[config.mk]
export PLATFORM = sky130hd
export DESIGN_NAME = aftab_mem_width_bridge_flat
export DESIGN_NICKNAME = d
export VERILOG_FILES = /design/src/rtl/aftab_mem_width_bridge_if.sv /design/src/rtl/aftab_mem_width_bridge.sv /design/src/flat_wrapper.sv
export SDC_FILE = /design/constraint.sdc
export NUM_CORES = 1
export LEC_CHECK = 0
export CORE_MARGIN = 4
export CORE_UTILIZATION = 54
export DETAILED_ROUTE_END_ITERATION = 6
export HOLD_SLACK_MARGIN = 0.12
export PLACE_DENSITY = 0.86
export REMOVE_ABC_BUFFERS = 1
export SLEW_MARGIN = 30
export SYNTH_ARGS = -nofsm -noshare
export SYNTH_HDL_FRONTEND = slang
export SYNTH_SLANG_ARGS = --single-unit
[constraint.sdc]
create_clock -name clk -period 4.95 [get_ports clk]
set_input_delay 0.99 -clock clk [delete_from_list [all_inputs] [get_ports clk]]
set_output_delay 0.99 -clock clk [all_outputs]
set_load 0.005 [all_outputs]
[src/rtl/aftab_mem_width_bridge_if.sv]
// Byte-serial core port plus word-wide memory bus of the AFTAB width bridge.
//   core side : coreRead/coreWrite/coreAddr/coreWData in, coreRData/coreReady out
//   control   : flush in, hitCnt/missCnt out
//   bus side  : busReq/busWe/busAddr/busByteEn/busWData out, busRData/busAck in
// slave  = the bridge's view; master = the surrounding core/memory environment.
interface aftab_mem_width_bridge_if #(
  parameter int unsigned ADDR_W    = 32,
  parameter int unsigned BUS_BYTES = 4,
  parameter int unsigned CNT_W     = 16
);
  logic                     coreRead;
  logic                     coreWrite;
  logic [ADDR_W-1:0]        coreAddr;
  logic [7:0]               coreWData;
  logic [7:0]               coreRData;
  logic                     coreReady;
  logic                     flush;
  logic                     busReq;
  logic                     busWe;
  logic [ADDR_W-1:0]        busAddr;
  logic [BUS_BYTES-1:0]     busByteEn;
  logic [8*BUS_BYTES-1:0]   busWData;
  logic [8*BUS_BYTES-1:0]   busRData;
  logic                     busAck;
  logic [CNT_W-1:0]         hitCnt;
  logic [CNT_W-1:0]         missCnt;

  modport slave (
    input  coreRead, coreWrite, coreAddr, coreWData, flush, busRData, busAck,
    output coreRData, coreReady, busReq, busWe, busAddr, busByteEn, busWData,
           hitCnt, missCnt
  );

  modport master (
    output coreRead, coreWrite, coreAddr, coreWData, flush, busRData, busAck,
    input  coreRData, coreReady, busReq, busWe, busAddr, busByteEn, busWData,
           hitCnt, missCnt
  );
endinterface

[src/rtl/aftab_mem_width_bridge.sv]
// Bridges the AFTAB byte-serial memory port to a BUS_BYTES-wide word bus.
// A one-line read buffer serves byte reads within the last fetched word;
// writes go straight through to the bus and patch the buffer on a match.
//   clk    : rising-edge clock
//   rst    : asynchronous active-low reset
//   mem_if : core port, flush, bus port and hit/miss counters (slave view)
module aftab_mem_width_bridge #(
  parameter int unsigned ADDR_W    = 32,
  parameter int unsigned BUS_BYTES = 4,
  parameter int unsigned CNT_W     = 16
) (
  input logic                      clk,
  input logic                      rst,
  aftab_mem_width_bridge_if.slave  mem_if
);
  localparam int unsigned LANE_W = $clog2(BUS_BYTES);
  localparam int unsigned TAG_W  = ADDR_W - LANE_W;
  localparam int unsigned DATA_W = 8 * BUS_BYTES;

  typedef enum logic [1:0] {IDLE, BUS_RD, BUS_WR, RESP} state_e;

  state_e               state_q, state_d;
  logic                 valid_q, valid_d;
  logic [TAG_W-1:0]     tag_q, tag_d;
  logic [DATA_W-1:0]    buf_q, buf_d;
  logic [TAG_W-1:0]     req_tag_q, req_tag_d;
  logic [LANE_W-1:0]    req_lane_q, req_lane_d;
  logic                 flush_seen_q, flush_seen_d;
  logic [CNT_W-1:0]     hit_cnt_q, hit_cnt_d;
  logic [CNT_W-1:0]     miss_cnt_q, miss_cnt_d;
  logic                 bus_req_q, bus_req_d;
  logic                 bus_we_q, bus_we_d;
  logic [ADDR_W-1:0]    bus_addr_q, bus_addr_d;
  logic [BUS_BYTES-1:0] bus_be_q, bus_be_d;
  logic [DATA_W-1:0]    bus_wdata_q, bus_wdata_d;
  logic                 core_ready_q, core_ready_d;
  logic [7:0]           core_rdata_q, core_rdata_d;

  logic [TAG_W-1:0]     in_tag;
  logic [LANE_W-1:0]    in_lane;
  logic                 hit_c;

  assign in_tag  = mem_if.coreAddr[ADDR_W-1:LANE_W];
  assign in_lane = mem_if.coreAddr[LANE_W-1:0];
  assign hit_c   = valid_q && (tag_q == in_tag);

  // Select byte lane l of a bus word (lane 0 = bits [7:0]).
  function automatic logic [7:0] lane_byte(input logic [DATA_W-1:0] d,
                                           input logic [LANE_W-1:0] l);
    logic [7:0] r;
    r = '0;
    for (int unsigned i = 0; i < BUS_BYTES; i++) begin
      if (l == LANE_W'(i)) r = d[i*8 +: 8];
    end
    return r;
  endfunction

  // Increment that sticks at the all-ones value.
  function automatic logic [CNT_W-1:0] sat_inc(input logic [CNT_W-1:0] c);
    return (c == {CNT_W{1'b1}}) ? c : c + CNT_W'(1);
  endfunction

  // Next-state and registered-output decode.
  always_comb begin
    state_d      = state_q;
    valid_d      = valid_q;
    tag_d        = tag_q;
    buf_d        = buf_q;
    req_tag_d    = req_tag_q;
    req_lane_d   = req_lane_q;
    flush_seen_d = flush_seen_q;
    hit_cnt_d    = hit_cnt_q;
    miss_cnt_d   = miss_cnt_q;
    bus_req_d    = bus_req_q;
    bus_we_d     = bus_we_q;
    bus_addr_d   = bus_addr_q;
    bus_be_d     = bus_be_q;
    bus_wdata_d  = bus_wdata_q;
    core_ready_d = 1'b0;
    core_rdata_d = '0;

    case (state_q)
      IDLE: begin
        if (mem_if.coreWrite) begin
          state_d     = BUS_WR;
          req_tag_d   = in_tag;
          req_lane_d  = in_lane;
          bus_req_d   = 1'b1;
          bus_we_d    = 1'b1;
          bus_addr_d  = {in_tag, LANE_W'(0)};
          bus_be_d    = BUS_BYTES'(1) << in_lane;
          bus_wdata_d = {BUS_BYTES{mem_if.coreWData}};
        end else if (mem_if.coreRead) begin
          if (hit_c) begin
            state_d      = RESP;
            core_ready_d = 1'b1;
            core_rdata_d = lane_byte(buf_q, in_lane);
            hit_cnt_d    = sat_inc(hit_cnt_q);
          end else begin
            state_d      = BUS_RD;
            req_tag_d    = in_tag;
            req_lane_d   = in_lane;
            flush_seen_d = 1'b0;
            bus_req_d    = 1'b1;
            bus_we_d     = 1'b0;
            bus_addr_d   = {in_tag, LANE_W'(0)};
            bus_be_d     = '1;
            miss_cnt_d   = sat_inc(miss_cnt_q);
          end
        end
      end
      BUS_RD: begin
        if (mem_if.busAck) begin
          state_d      = RESP;
          bus_req_d    = 1'b0;
          buf_d        = mem_if.busRData;
          tag_d        = req_tag_q;
          // A flush anywhere in the fill window leaves the new line invalid.
          valid_d      = !(flush_seen_q || mem_if.flush);
          core_ready_d = 1'b1;
          core_rdata_d = lane_byte(mem_if.busRData, req_lane_q);
        end else if (mem_if.flush) begin
          flush_seen_d = 1'b1;
        end
      end
      BUS_WR: begin
        if (mem_if.busAck) begin
          state_d      = RESP;
          bus_req_d    = 1'b0;
          core_ready_d = 1'b1;
          // Keep the buffered line coherent with the written byte.
          if (valid_q && (tag_q == req_tag_q)) begin
            for (int unsigned i = 0; i < BUS_BYTES; i++) begin
              if (req_lane_q == LANE_W'(i)) buf_d[i*8 +: 8] = bus_wdata_q[7:0];
            end
          end
        end
      end
      RESP: state_d = IDLE;
      default: state_d = IDLE;
    endcase

    if (mem_if.flush) valid_d = 1'b0;
  end

  // State and output registers.
  always_ff @(posedge clk or negedge rst) begin
    if (!rst) begin
      state_q      <= IDLE;
      valid_q      <= 1'b0;
      tag_q        <= '0;
      buf_q        <= '0;
      req_tag_q    <= '0;
      req_lane_q   <= '0;
      flush_seen_q <= 1'b0;
      hit_cnt_q    <= '0;
      miss_cnt_q   <= '0;
      bus_req_q    <= 1'b0;
      bus_we_q     <= 1'b0;
      bus_addr_q   <= '0;
      bus_be_q     <= '0;
      bus_wdata_q  <= '0;
      core_ready_q <= 1'b0;
      core_rdata_q <= '0;
    end else begin
      state_q      <= state_d;
      valid_q      <= valid_d;
      tag_q        <= tag_d;
      buf_q        <= buf_d;
      req_tag_q    <= req_tag_d;
      req_lane_q   <= req_lane_d;
      flush_seen_q <= flush_seen_d;
      hit_cnt_q    <= hit_cnt_d;
      miss_cnt_q   <= miss_cnt_d;
      bus_req_q    <= bus_req_d;
      bus_we_q     <= bus_we_d;
      bus_addr_q   <= bus_addr_d;
      bus_be_q     <= bus_be_d;
      bus_wdata_q  <= bus_wdata_d;
      core_ready_q <= core_ready_d;
      core_rdata_q <= core_rdata_d;
    end
  end

  assign mem_if.busReq    = bus_req_q;
  assign mem_if.busWe     = bus_we_q;
  assign mem_if.busAddr   = bus_addr_q;
  assign mem_if.busByteEn = bus_be_q;
  assign mem_if.busWData  = bus_wdata_q;
  assign mem_if.coreReady = core_ready_q;
  assign mem_if.coreRData = core_rdata_q;
  assign mem_if.hitCnt    = hit_cnt_q;
  assign mem_if.missCnt   = miss_cnt_q;
endmodule

[src/flat_wrapper.sv]
// flat-port wrapper written by rule: the top's interface ports become plain ports
module aftab_mem_width_bridge_flat 
#(
  parameter int unsigned ADDR_W    = 32,
  parameter int unsigned BUS_BYTES = 4,
  parameter int unsigned CNT_W     = 16
)
  (clk, rst, mem_if_coreRead, mem_if_coreWrite, mem_if_coreAddr, mem_if_coreWData, mem_if_flush, mem_if_busRData, mem_if_busAck, mem_if_coreRData, mem_if_coreReady, mem_if_busReq, mem_if_busWe, mem_if_busAddr, mem_if_busByteEn, mem_if_busWData, mem_if_hitCnt, mem_if_missCnt);
  aftab_mem_width_bridge_if #(.ADDR_W(ADDR_W), .BUS_BYTES(BUS_BYTES), .CNT_W(CNT_W)) mem_if_i ();
  input logic clk;
  input logic rst;
  input wire logic [$bits(mem_if_i.coreRead)-1:0] mem_if_coreRead;
  input wire logic [$bits(mem_if_i.coreWrite)-1:0] mem_if_coreWrite;
  input wire logic [$bits(mem_if_i.coreAddr)-1:0] mem_if_coreAddr;
  input wire logic [$bits(mem_if_i.coreWData)-1:0] mem_if_coreWData;
  input wire logic [$bits(mem_if_i.flush)-1:0] mem_if_flush;
  input wire logic [$bits(mem_if_i.busRData)-1:0] mem_if_busRData;
  input wire logic [$bits(mem_if_i.busAck)-1:0] mem_if_busAck;
  output wire logic [$bits(mem_if_i.coreRData)-1:0] mem_if_coreRData;
  output wire logic [$bits(mem_if_i.coreReady)-1:0] mem_if_coreReady;
  output wire logic [$bits(mem_if_i.busReq)-1:0] mem_if_busReq;
  output wire logic [$bits(mem_if_i.busWe)-1:0] mem_if_busWe;
  output wire logic [$bits(mem_if_i.busAddr)-1:0] mem_if_busAddr;
  output wire logic [$bits(mem_if_i.busByteEn)-1:0] mem_if_busByteEn;
  output wire logic [$bits(mem_if_i.busWData)-1:0] mem_if_busWData;
  output wire logic [$bits(mem_if_i.hitCnt)-1:0] mem_if_hitCnt;
  output wire logic [$bits(mem_if_i.missCnt)-1:0] mem_if_missCnt;
  assign mem_if_i.coreRead = mem_if_coreRead;
  assign mem_if_i.coreWrite = mem_if_coreWrite;
  assign mem_if_i.coreAddr = mem_if_coreAddr;
  assign mem_if_i.coreWData = mem_if_coreWData;
  assign mem_if_i.flush = mem_if_flush;
  assign mem_if_i.busRData = mem_if_busRData;
  assign mem_if_i.busAck = mem_if_busAck;
  assign mem_if_coreRData = mem_if_i.coreRData;
  assign mem_if_coreReady = mem_if_i.coreReady;
  assign mem_if_busReq = mem_if_i.busReq;
  assign mem_if_busWe = mem_if_i.busWe;
  assign mem_if_busAddr = mem_if_i.busAddr;
  assign mem_if_busByteEn = mem_if_i.busByteEn;
  assign mem_if_busWData = mem_if_i.busWData;
  assign mem_if_hitCnt = mem_if_i.hitCnt;
  assign mem_if_missCnt = mem_if_i.missCnt;
  aftab_mem_width_bridge #(.ADDR_W(ADDR_W), .BUS_BYTES(BUS_BYTES), .CNT_W(CNT_W)) u_core (.clk(clk), .rst(rst), .mem_if(mem_if_i));
endmodule
==> impl_summary.md, run 1 <==
Route
The starting DRC count in detailed routing is 741. The via total after detailed routing is 6388. The first detailed-routing pass took 5 iterations.

After detailed routing, the number of remaining DRC violations is 0. The ratio of routed vias to standard cells is 5.823. The count of antenna-violating nets left after detailed routing is 0. Wires add up to 21730 um. The routed wirelength normalized by instance count is 19.81 um.

Pwr
Dividing total power by cell area gives a power density of 578.2 nW/um2. VDD sags by at most 0.3449 mV. The static leakage power is 4.508 nW.

Place
The number of buffers inserted by port buffering is 186. The placed instances occupy a cell area of 9816 um2. Once detailed placement completed, the half-perimeter wirelength came to 14750 um. Routability-driven placement finished with a final weighted congestion of ~0.84. The post-placement worst setup slack is 0.9511 ns.

Synthesis
The number of synthesized flops with an enable pin is 0. The post-synthesis instance area is ~8000 um2. The post-synthesis sequential element count is between 150 and 200.

Averaged over all synthesized cells, the footprint is 10.76 um2. The post-synthesis async set-or-reset flop share is 100.0%. The cell count after synthesis came out at 746. During synthesis, Yosys emitted a total of 0 warnings. The most used flip-flop cell after synthesis is dfrtp_1. Counting distinct cell types in the post-synthesis netlist gives 49.

The share of the Yosys chip area taken by registers is 47.69%.

Worst setup path
On the worst path, the slowest cell contributes a delay of 0.59 ns. The startpoint of the worst register-to-register path is u_core.state_q[0]. The slowest stage of the critical path belongs to the cell a31oi_4. The required arrival time at the worst endpoint is 5.25 ns. Among the stages of the critical path, the cell type that occurs most often is buf_4.

STA puts the critical path data arrival time at slightly below 4 ns. The largest delay contributor family on the critical path is buffers and inverters. The signal on the critical path passes through clkdlybuf4s50_1 > xnor2_1 > nand4_1 > nor4_4 > nand4_2 > buf_4 > a31oi_4 > buf_4 > mux2_4. The origin of the worst setup path is mem_if_coreAddr[7]. The kind of end point of the critical path is a register.

The largest fanout on the critical path is 22. In this run the critical register-to-register path is captured at u_core.buf_q[30]. The number of cells on the critical path is 9. For the worst flop-to-flop path, the logic depth is 7. The class of the most critical setup path is in -> reg.

The critical path launch point type is a primary input. The number of buffers and inverters on the critical path is 3. The reg-to-reg setup timing slack is 1.72 ns.

Timing
The count of final setup violators is 0. The clock arrives with 0.009754 ns of skew. Adding up every negative setup slack in the final design gives 0 ns. After layout, the worst path uses 74.07% of the clock period.

The number of max-slew violations in the final report was 0. Static timing analysis puts the maximum clock frequency at 272.7 MHz. The worst slew margin relative to its limit is 35.90%. The setup slack after layout is ~1.3 ns. The shortest clock period the worst path allows after layout is 3.666 ns. Setup repair after global routing left no endpoint under its margin. The final count of hold timing violations is 0. The slew at the pin closest to its max-slew limit is between 0.9 and 1 ns. The hold slack is 0.4869 ns.

Clock network
The H-tree level count is 4. In this run the clock root is driven by a clkbuf_16. In this run the post-CTS setup repair buffer count came out at 0.

The clock buffer count from CTS is 17. Gates resized during post-CTS repair numbered 0. The source-to-sink clock delay at the later pin of the worst-skew pair is 0.42 ns.

The clock passes through at most 2 buffers. The clock transition at the registers of the reported paths is 0.06 ns. After clock tree synthesis, the flow added hold-fix buffers numbering 0. The clock net in this run drives a total of 153 sinks. The CTS tree is yes.

Global routing
The pin count of the biggest net entering global routing is 98. Global routing used 26.42% of the available tracks across all layers. The first-pass GRT wire length is 34740 um. For this run the aggregate overflow at the end of global routing stands at 0. The initial antenna violation count is 0. The number of global-route vias before repair is 6577.

Cells and area
The fraction of layout cells with a size suffix above 1 is 13.05%. The number of nets in the final layout is 985. The most common library cell in the layout ignoring fill and taps is clkdlybuf4s50_1. Counting the fill cells in the layout gives 1051. The area growth from synthesis to layout is 29.32%. The final non-filler cell area is 10380 um2. The top cell types in the final layout, fill and taps aside, are 185 x clkdlybuf4s50_1, 153 x dfrtp_1, 126 x nand2_1.

Floorplanning
The count of pins on the block boundary is between 150 and 200. The overall die height is about 130 um. The region available for standard cell placement spans between 10000 and 15000 um2.

The floorplan step defined a die boundary enclosing 16880 um2. The die extent in x is 129.9 um. The initial utilization of the core area, before any placement, comes to 55.23%. The total number of placement rows is 44.

Hold path
In this run the most critical hold path is launched from u_core.mem_if.busWe. In this run the worst hold path is classified as reg -> reg. The path with the worst hold slack has its endpoint at u_core.mem_if.busWe. The number of stages on the worst hold path is 1.

Flow run
The max-cap violation count is 0.

Outcome
The run finished with clean final reports.
cell families (layout without fill, tap and decap cells):
family / Yosys count / after routing / synth area share [%]
simple gates: 279 / 279 / 17.13
flops: 153 / 153 / 47.69
buf+inv: 92 / 257 / 6.141
xor+xnor: 90 / 90 / 9.819
compound gates: 73 / 73 / 7.372
mux: 52 / 52 / 10.86
fa+ha+maj: 6 / 6 / 0.9351
other cells: 1 / 3 / 0.04671
power by group:
group          switching [mW]  total (mW)  internal, mW
logic                   0.968        2.45          1.48
registers               0.567        2.30          1.73
clock network           0.500        1.26         0.758
Yosys cell counts (all sizes together), types with 10 or more instances:
master	number	area, um2
dfrtp	153	3829
clkbuf	25	93.84
mux4	16	360.4
nand2	126	473.0
nor2	28	105.1
nor3	14	70.07
o221a	24	270.3
xor2	22	192.7
mux2	34	491.7
xnor2	68	595.6
nand3	20	100.1
and3	10	62.56
inv	33	123.9
or3	26	162.7
buf	34	275.3
o21ai	19	95.09
nand4	30	193.9
a21oi	11	55.05
metal layers:
layer	track usage, %	vias to the layer above	share of wire (%)
met3	6.590	63	8.9
met1	35.55	3119	41
li1	-	2870	-
met5	0	-	0
met4	10.94	0	3.4
met2	41.25	336	47
per-stage QoR:
stage	cells	util, %	power, mW
final	1097	71.43	6.003
after global routing	1096	71.41	6.361
after CTS	1096	71.39	6.024
after detailed placement	1066	67.54	4.728
after global placement	1066	67.54	4.635
after floorplan	688	-	3.581
registers in the layout (all words and copies together), names as in the netlist:
name                     count
u_core.buf_q                32
u_core.req_tag_q            30
u_core.tag_q                30
u_core.mem_if.hitCnt        16
u_core.mem_if.missCnt       16
u_core.mem_if.busWData       8
u_core.mem_if.coreRData      8
u_core.mem_if.busByteEn      4
u_core.req_lane_q            2
u_core.state_q               2
u_core.flush_seen_q          1
u_core.mem_if.busReq         1
u_core.mem_if.busWe          1
u_core.mem_if.coreReady      1
u_core.valid_q               1
worst max path at each step:
stage	slack, ns	end
after floorplan	1.31	u_core.req_lane_q[1]
after global placement	1.01	u_core.req_tag_q[8]
after detailed placement	0.95	u_core.req_tag_q[5]
after CTS	1.31	u_core.req_tag_q[5]
after global routing	1.21	u_core.req_tag_q[5]
final	1.28	u_core.req_tag_q[5]
layout make-up:
cell class / count / area [um2] / area share [%]
antenna: 1 / 2.502 / 0.02411
clock buffer: 21 / 460.4 / 4.435
clock inverter: 9 / 100.1 / 0.9642
inverter: 33 / 123.9 / 1.193
multi-input combinational: 502 / 3710 / 35.74
sequential: 153 / 3829 / 36.88
tap: 184 / 230.2 / 2.218
timing repair buffer: 194 / 1926 / 18.55
(Power assumes the default switching activity.)
==> run 2: changes to the inputs <==
--- a/config.mk
+++ b/config.mk
@@ -6,10 +6,10 @@
 export NUM_CORES = 1
 export LEC_CHECK = 0
 export CORE_MARGIN = 4
-export CORE_UTILIZATION = 54
+export CORE_UTILIZATION = 46
 export DETAILED_ROUTE_END_ITERATION = 6
 export HOLD_SLACK_MARGIN = 0.12
-export PLACE_DENSITY = 0.86
+export PLACE_DENSITY = 0.78
 export REMOVE_ABC_BUFFERS = 1
 export SLEW_MARGIN = 30
 export SYNTH_ARGS = -nofsm -noshare
==> constraint.sdc (replaced) <==
create_clock -name clk -period 3.3 [get_ports clk]
set_input_delay 0.66 -clock clk [delete_from_list [all_inputs] [get_ports clk]]
set_output_delay 0.66 -clock clk [all_outputs]
set_load 0.005 [all_outputs]
==> run 2 against run 1 <==
Largest cell class unchanged. Clock-buffer cell count unchanged. Sequential cell count unchanged. Highest routed layer unchanged. Total power increased by 49%. Routed wire length decreased by 0.97%.
==> impl_summary.md, run 2 (same netlist as run 1, synthesis figures left out) <==
Clock network
The number of clock buffers added by TritonCTS is 17. In this run the post-CTS setup repair buffer count came out at 0. The clock transition at the registers of the reported paths is 0.06 ns.

The CTS tree is yes. The cell at the root of the clock tree is clkbuf_16. Once the clock tree was built, the resizer swapped 0 gates to a different size.

The H-tree level count is 4. The clock passes through at most 2 buffers. The hold buffer count at CTS is 0. The clock drives approximately 150 sinks. The source-to-sink clock delay at the later pin of the worst-skew pair is between 0.4 and 0.5 ns.

Place
After detailed placement, the design holds a cell count of roughly 1100. Routability-driven placement finished with a final weighted congestion of 0.8179. The number of buffers inserted by port buffering is 186. Prior to clock tree synthesis, the placed netlist has a worst setup slack of 0.1000 ns. The sum of net half-perimeters after detailed placement is 15280 um.

The cell area after placement is 10000 um2.

Cells and area
The filler-free cell count of the finished design is 1155. The area growth from synthesis to layout is 31.23%. The antenna diode instance count is 0. The register with the most flip-flops in the layout has 32 of them. The final non-filler cell area is around 11000 um2. After filler insertion, the fill cell instance count of the layout stands at around 1400. Measured on the finished design, the core utilization comes to roughly three fifths.

At the end of the flow, the number of nets in the layout was 1001. In the final layout, the registers with the most flip-flops are u_core.buf_q (32), u_core.req_tag_q (30), u_core.tag_q (30). The register with the most flip-flops in the final layout is u_core.buf_q.

In the final layout, the share of cells above drive strength 1 is ~15%. The most common library cell in the layout ignoring fill and taps is clkdlybuf4s50_1. In the layout the commonest cells are 185 x clkdlybuf4s50_1, 153 x dfrtp_1, 126 x nand2_1.

Pwr
For this design the static power due to leakage is approximately 4.6 nW. For this design the ratio of total power to cell area is 847.0 nW/um2. The overall power of the completed layout is 8.923 mW. The largest voltage drop on the vdd net is 0.4898 mV.

Flow run
The tool flagged a number of max-cap violations equal to 0.

Floorplanning
The die is 140.1 um wide. The overall die height is between 100 and 150 um. The floorplan step defined a die boundary enclosing around 20000 um2. approximately 190 I/O pins were placed.

The initial standard-cell utilization of the core is between 40 and 50%. The region available for standard cell placement spans 17180 um2. The total number of placement rows is between 40 and 50.

Timing
Setup violations remaining at the end of the flow were counted as 0. The final critical path takes up 83.13% of the cycle. For the pin with the worst max-slew slack, the measured transition is 0.7389 ns. The worst slew margin relative to its limit is 50.58%. Hold timing on the final database bottoms out at a slack of 0.2567 ns.

The smallest clock period supported by the final layout is computed as 2.743 ns. Across all setup checks in the final design, the least slack found is 0.5568 ns. The number of max-slew violations in the final report was 0. The clock arrives with 0.008831 ns of skew.

The final count of hold timing violations is 0. Setup repair after global routing left no endpoint under its margin. The total negative slack is 0 ns.

The upper clock frequency limit is 364.5 MHz.

Global routing
The total overflow left after global routing is 0. The first global-routing pass estimated ~35000 um of wire. The initial antenna violation count was 0. In the global route stage, overall resource usage came out at 22.19%.

Entering global routing, the biggest net connects 75 pins. The number of global-route vias before repair is 6447.

Outcome
The flow ran to the end, and the final reports show no timing, DRC or antenna violations.

Worst setup path
The class of the most critical setup path is in -> reg. Of all nets on the critical path, the largest fanout is 14. Walking the worst path, the cells encountered are clkdlybuf4s50_1 > xnor2_1 > nand4_1 > nor4_4 > nand4_2 > a31oi_4 > buf_4 > mux2_4. The critical path's largest stage delay is 0.47 ns. At the worst endpoint, the arrival time is 3.05 ns.

The kind of end point of the critical path is a register. The worst setup path is launched from a primary input. In this run the number of cells on the critical path is 8. The terminus of the critical flop-to-flop path is u_core.req_tag_q[13].

Broken down by cell family, the worst path's largest delay share belongs to buffers and inverters. For the worst flop-to-flop path, the logic depth is 7. The startpoint of the worst register-to-register path is u_core.tag_q[16]. The slowest stage of the critical path is the clkdlybuf4s50_1 cell. The count of buffer and inverter cells on the critical path is 2.

The required arrival time at the worst endpoint is 3.60 ns. For flop-to-flop paths, the worst setup slack is 0.84 ns.

Route
The count of antenna-violating nets left after detailed routing is 0. The detailed-routing iteration count for the pre-antenna-repair pass is 5. The starting DRC count in detailed routing is 412. The wire length after detailed routing is 21520 um. The routed wirelength normalized by instance count is approximately 19 um. The via total after detailed routing is 6277. The number of DRC violations after detailed routing is 0. In the routed layout, each cell is associated on average with a via count of 5.435.

Hold path
The worst hold path belongs to the class in -> async.
==> run 2: changes by cell type in the layout (fill, tap and decap cells not counted) <==
cell and change:
clkinvlp_4 +3, buf_12 +1, clkinv_4 +2, diode_2 -1, bufinv_16 -2, clkinv_2 -1, buf_4 +15, buf_6 +1
clkbuf_8 -1
==> run 2: layout make-up <==
class / count / area (um2) / area share [%]
multi-input combinational: 502 / 3710 / 35.21
clock buffer: 21 / 460.4 / 4.371
sequential: 153 / 3829 / 36.34
inverter: 33 / 123.9 / 1.176
timing repair buffer: 210 / 2056 / 19.51
tap: 225 / 281.5 / 2.672
clock inverter: 11 / 75.07 / 0.7126
==> run 2: routing by layer <==
| metal | vias up | routed length (um) | GRT usage [%] |
|---|---|---|---|
| li1 | 2906 | - | - |
| met1 | 3106 | 9483 | 30.46 |
| met2 | 240 | 10390 | 36.03 |
| met3 | 25 | 1411 | 5.292 |
| met4 | 0 | 240 | 5.150 |
| met5 | - | 0 | 0 |
==> run 2: worst register-to-register path, stage by stage (launching register included) <==
cell     delay, ns
dfrtp_1       0.42
xnor2_1       0.18
nand4_1       0.22
nor4_4        0.42
nand4_2       0.19
a31oi_4       0.26
buf_4         0.32
mux2_4        0.34
==> run 2: power breakdown <==
group,switching (mW),internal [mW],leakage (nW)
Clock,0.778,0.996,0.251
Sequential,0.833,2.59,1.88
Combinational,1.45,2.27,2.44
Total,3.06,5.86,4.57
==> run 2: worst max path at each step <==
stage,endpoint,from
after floorplan,u_core.req_lane_q[1],mem_if_coreAddr[2]
after global placement,u_core.req_tag_q[2],mem_if_coreAddr[7]
after detailed placement,u_core.req_tag_q[13],mem_if_coreAddr[7]
after CTS,u_core.req_tag_q[29],mem_if_coreAddr[7]
after global routing,u_core.req_tag_q[13],mem_if_coreAddr[7]
final,u_core.req_tag_q[13],mem_if_coreAddr[7]
==> run 3: changes to the inputs <==
--- a/config.mk
+++ b/config.mk
@@ -6,10 +6,10 @@
 export NUM_CORES = 1
 export LEC_CHECK = 0
 export CORE_MARGIN = 4
-export CORE_UTILIZATION = 46
+export CORE_UTILIZATION = 51
 export DETAILED_ROUTE_END_ITERATION = 6
 export HOLD_SLACK_MARGIN = 0.12
-export PLACE_DENSITY = 0.78
+export PLACE_DENSITY = 0.81
 export REMOVE_ABC_BUFFERS = 1
 export SLEW_MARGIN = 30
 export SYNTH_ARGS = -nofsm -noshare
==> constraint.sdc (replaced) <==
create_clock -name clk -period 2.65 [get_ports clk]
set_input_delay 0.53 -clock clk [delete_from_list [all_inputs] [get_ports clk]]
set_output_delay 0.53 -clock clk [all_outputs]
set_load 0.005 [all_outputs]
==> run 3 against run 2 <==
Clock power increased by 53%. Sequential power increased by 24%. Worst hold slack got worse by 0.16 ns.
==> impl_summary.md, run 3 (same netlist as run 1, synthesis figures left out) <==
Place
Detailed placement finished with a half-perimeter wire length of 14930 um. Once placement completed, the tool counted placed cells totaling approximately 1100. OpenSTA, run right after detailed placement, puts the worst setup slack at -0.2495 ns. The number of buffers inserted by port buffering is around 190. The weighted congestion at the end of routability-driven global placement is 0.8481.

Timing
The setup slack after layout is 0.2162 ns. The count of final setup violators is 0. The final count of hold timing violations is 0. The worst setup skew after layout is 0.01109 ns. The total negative slack is 0 ns. The number of max-slew violations in the final report is 0. Static timing analysis puts the maximum clock frequency at 410.9 MHz.

The shortest clock period the worst path allows after layout is 2.434 ns. The portion of the clock cycle consumed by the worst path in the final layout is about nine tenths. Setup repair after global routing left no endpoint under its margin. In this run the tightest slew margin relative to its limit is about half.

The slew at the pin closest to its max-slew limit is 0.7323 ns.

Worst setup path
The critical path contains buffers and inverters numbering 2 combined. By startpoint and endpoint, the worst setup path is classified as in -> reg. The worst setup path is captured at a register. The data arrival time of the worst path is 2.75 ns. In this run the worst path has a maximum fanout of 18. The critical path's slowest cell is clkdlybuf4s50_1.

Broken down by cell family, the worst path's largest delay share belongs to simple AND/OR/NAND/NOR gates. The critical path's largest stage delay is 0.44 ns. STA classifies the critical path startpoint as a primary input. The critical path goes through clkdlybuf4s50_1 > xnor2_1 > nand4_1 > nor4_4 > nand4_2 > a31oi_4 > buf_12 > mux2_2. For the worst setup path, the data required time is 2.96 ns.

Clock network
Buffers added to address setup during post-CTS repair amount to 0. The number of clock sinks seen by CTS is 153. TritonCTS built the clock tree.

The H-tree level count is 4. The number of buffers on the longest clock path is 2. Clock-pin slew was measured on the worst setup and hold paths at 0.06 ns. In this run, CTS created clock tree buffers numbering 17. CTS placed an instance of clkbuf_16 at the clock tree root.

Clock latency on the worst-skew pair, taken at its later pin, is 0.43 ns.

Cells and area
The post-layout utilization of the core is 70.95%. The area growth from synthesis to layout is 35.35%. The most common library cell in the layout ignoring fill and taps is clkdlybuf4s50_1.

For this run, the post-layout net count is 1023. The antenna diode instance count is 0. The fraction of layout cells with a size suffix above 1 is between 10% and 20%.

u_core.buf_q holds more flip-flops than any other register. Leaving out filler cells and counting taps, the final layout contains 1163. The largest registers in the layout are u_core.buf_q (32), u_core.req_tag_q (30), u_core.tag_q (30). The flip-flop count of the largest register, all copies and words added is 32. In the layout the commonest cells are 185 x clkdlybuf4s50_1, 153 x dfrtp_1, 126 x nand2_1.

Floorplanning
The floorplan core area is 15310 um2. Pin placement for this block handled 189 I/O pins. The die covers around 18000 um2.

The total number of placement rows is 45. In this run the horizontal extent of the chip is 133.5 um. The overall die height is 133.5 um. For this configuration, the core starts out at a cell density of 52.42%.

Pwr
The static leakage power is 4.756 nW. The overall power of the completed layout is 11.70 mW. VDD sags by at most 0.6070 mV. In this run the power density over the cells is 1076 nW/um2.

Route
The routed wirelength normalized by instance count is between 15 and 20 um. Using the TritonRoute via totals, the vias-per-cell ratio works out to 5.560. The via total after detailed routing is 6466. In the routed design, unresolved DRC markers number 0. The first detailed-routing pass ran for 5 iterations. The routed design has 21070 um of wire. The starting DRC count in detailed routing is 370. In this run the remaining antenna-violating nets after routing total 0.

Global routing
The number of global-route vias before repair is 6841. Entering global routing, the biggest net connects 66 pins. The initial antenna violation count is 0. For this run the aggregate overflow at the end of global routing stands at 0. The first-pass GRT wire length is 34730 um. The global-route usage over all layers is 24.43%.

Flow run
Max-cap violations in this run came to 0.

Outcome
The flow ran to the end, and the final reports show no timing, DRC or antenna violations.

Hold path
The class of the tightest hold or removal check is in -> async.
[run 3: power by group]
part	internal [mW]	switching [mW]
combinational	2.91	1.82
sequential	3.23	1.03
clock	1.75	0.965
total	7.88	3.81
[run 3: final timing paths]
path                                     startpoint                       end  slack [ns]  depth (start not counted)
worst max register to register      u_core.tag_q[3]          u_core.buf_q[10]        0.23                          8
worst max-delay path            mem_if_coreAddr[29]      u_core.req_tag_q[26]        0.22                          8
max in group asynchronous                       rst           u_core.buf_q[5]        1.89                          2
min in group clk                u_core.mem_if.busWe       u_core.mem_if.busWe        0.49                          1
worst min register to register  u_core.mem_if.busWe       u_core.mem_if.busWe        0.49                          1
worst min-delay path                            rst  u_core.mem_if.hitCnt[14]        0.09                          1
[run 3: what timing repair did]
item | in CTS | in global routing
endpoints found under the setup margin | 0 | 22
hold buffers | 0 | 0
resized for setup | 0 | 1
[run 3: through the flow]
step / hold WS [ns] / cell area (um2)
after detailed placement: 0.4736 / 10200
after global routing: 0.1493 / 10870
after global placement: 0.4674 / 10200
after CTS: 0.1246 / 10860
final: 0.09348 / 10870
after floorplan: 0.2344 / 7662
[run 3: metal layers]
layer	vias up	part of all wire [%]	global-route usage [%]
met1	3158	41	31.56
met2	296	49	39.48
met5	-	0	0
met4	0	2.4	9.486
li1	2958	-	-
met3	54	7.7	6.684
[run 3: layout make-up]
type / instances / area [um2]
Clock inverter: 11 / 191.4
Sequential cell: 153 / 3829
Inverter: 33 / 123.9
Fill cell: 1128 / 4449
Timing Repair Buffer: 232 / 2271
Clock buffer: 21 / 470.5
Multi-Input combinational cell: 502 / 3716
Tap cell: 211 / 264.0
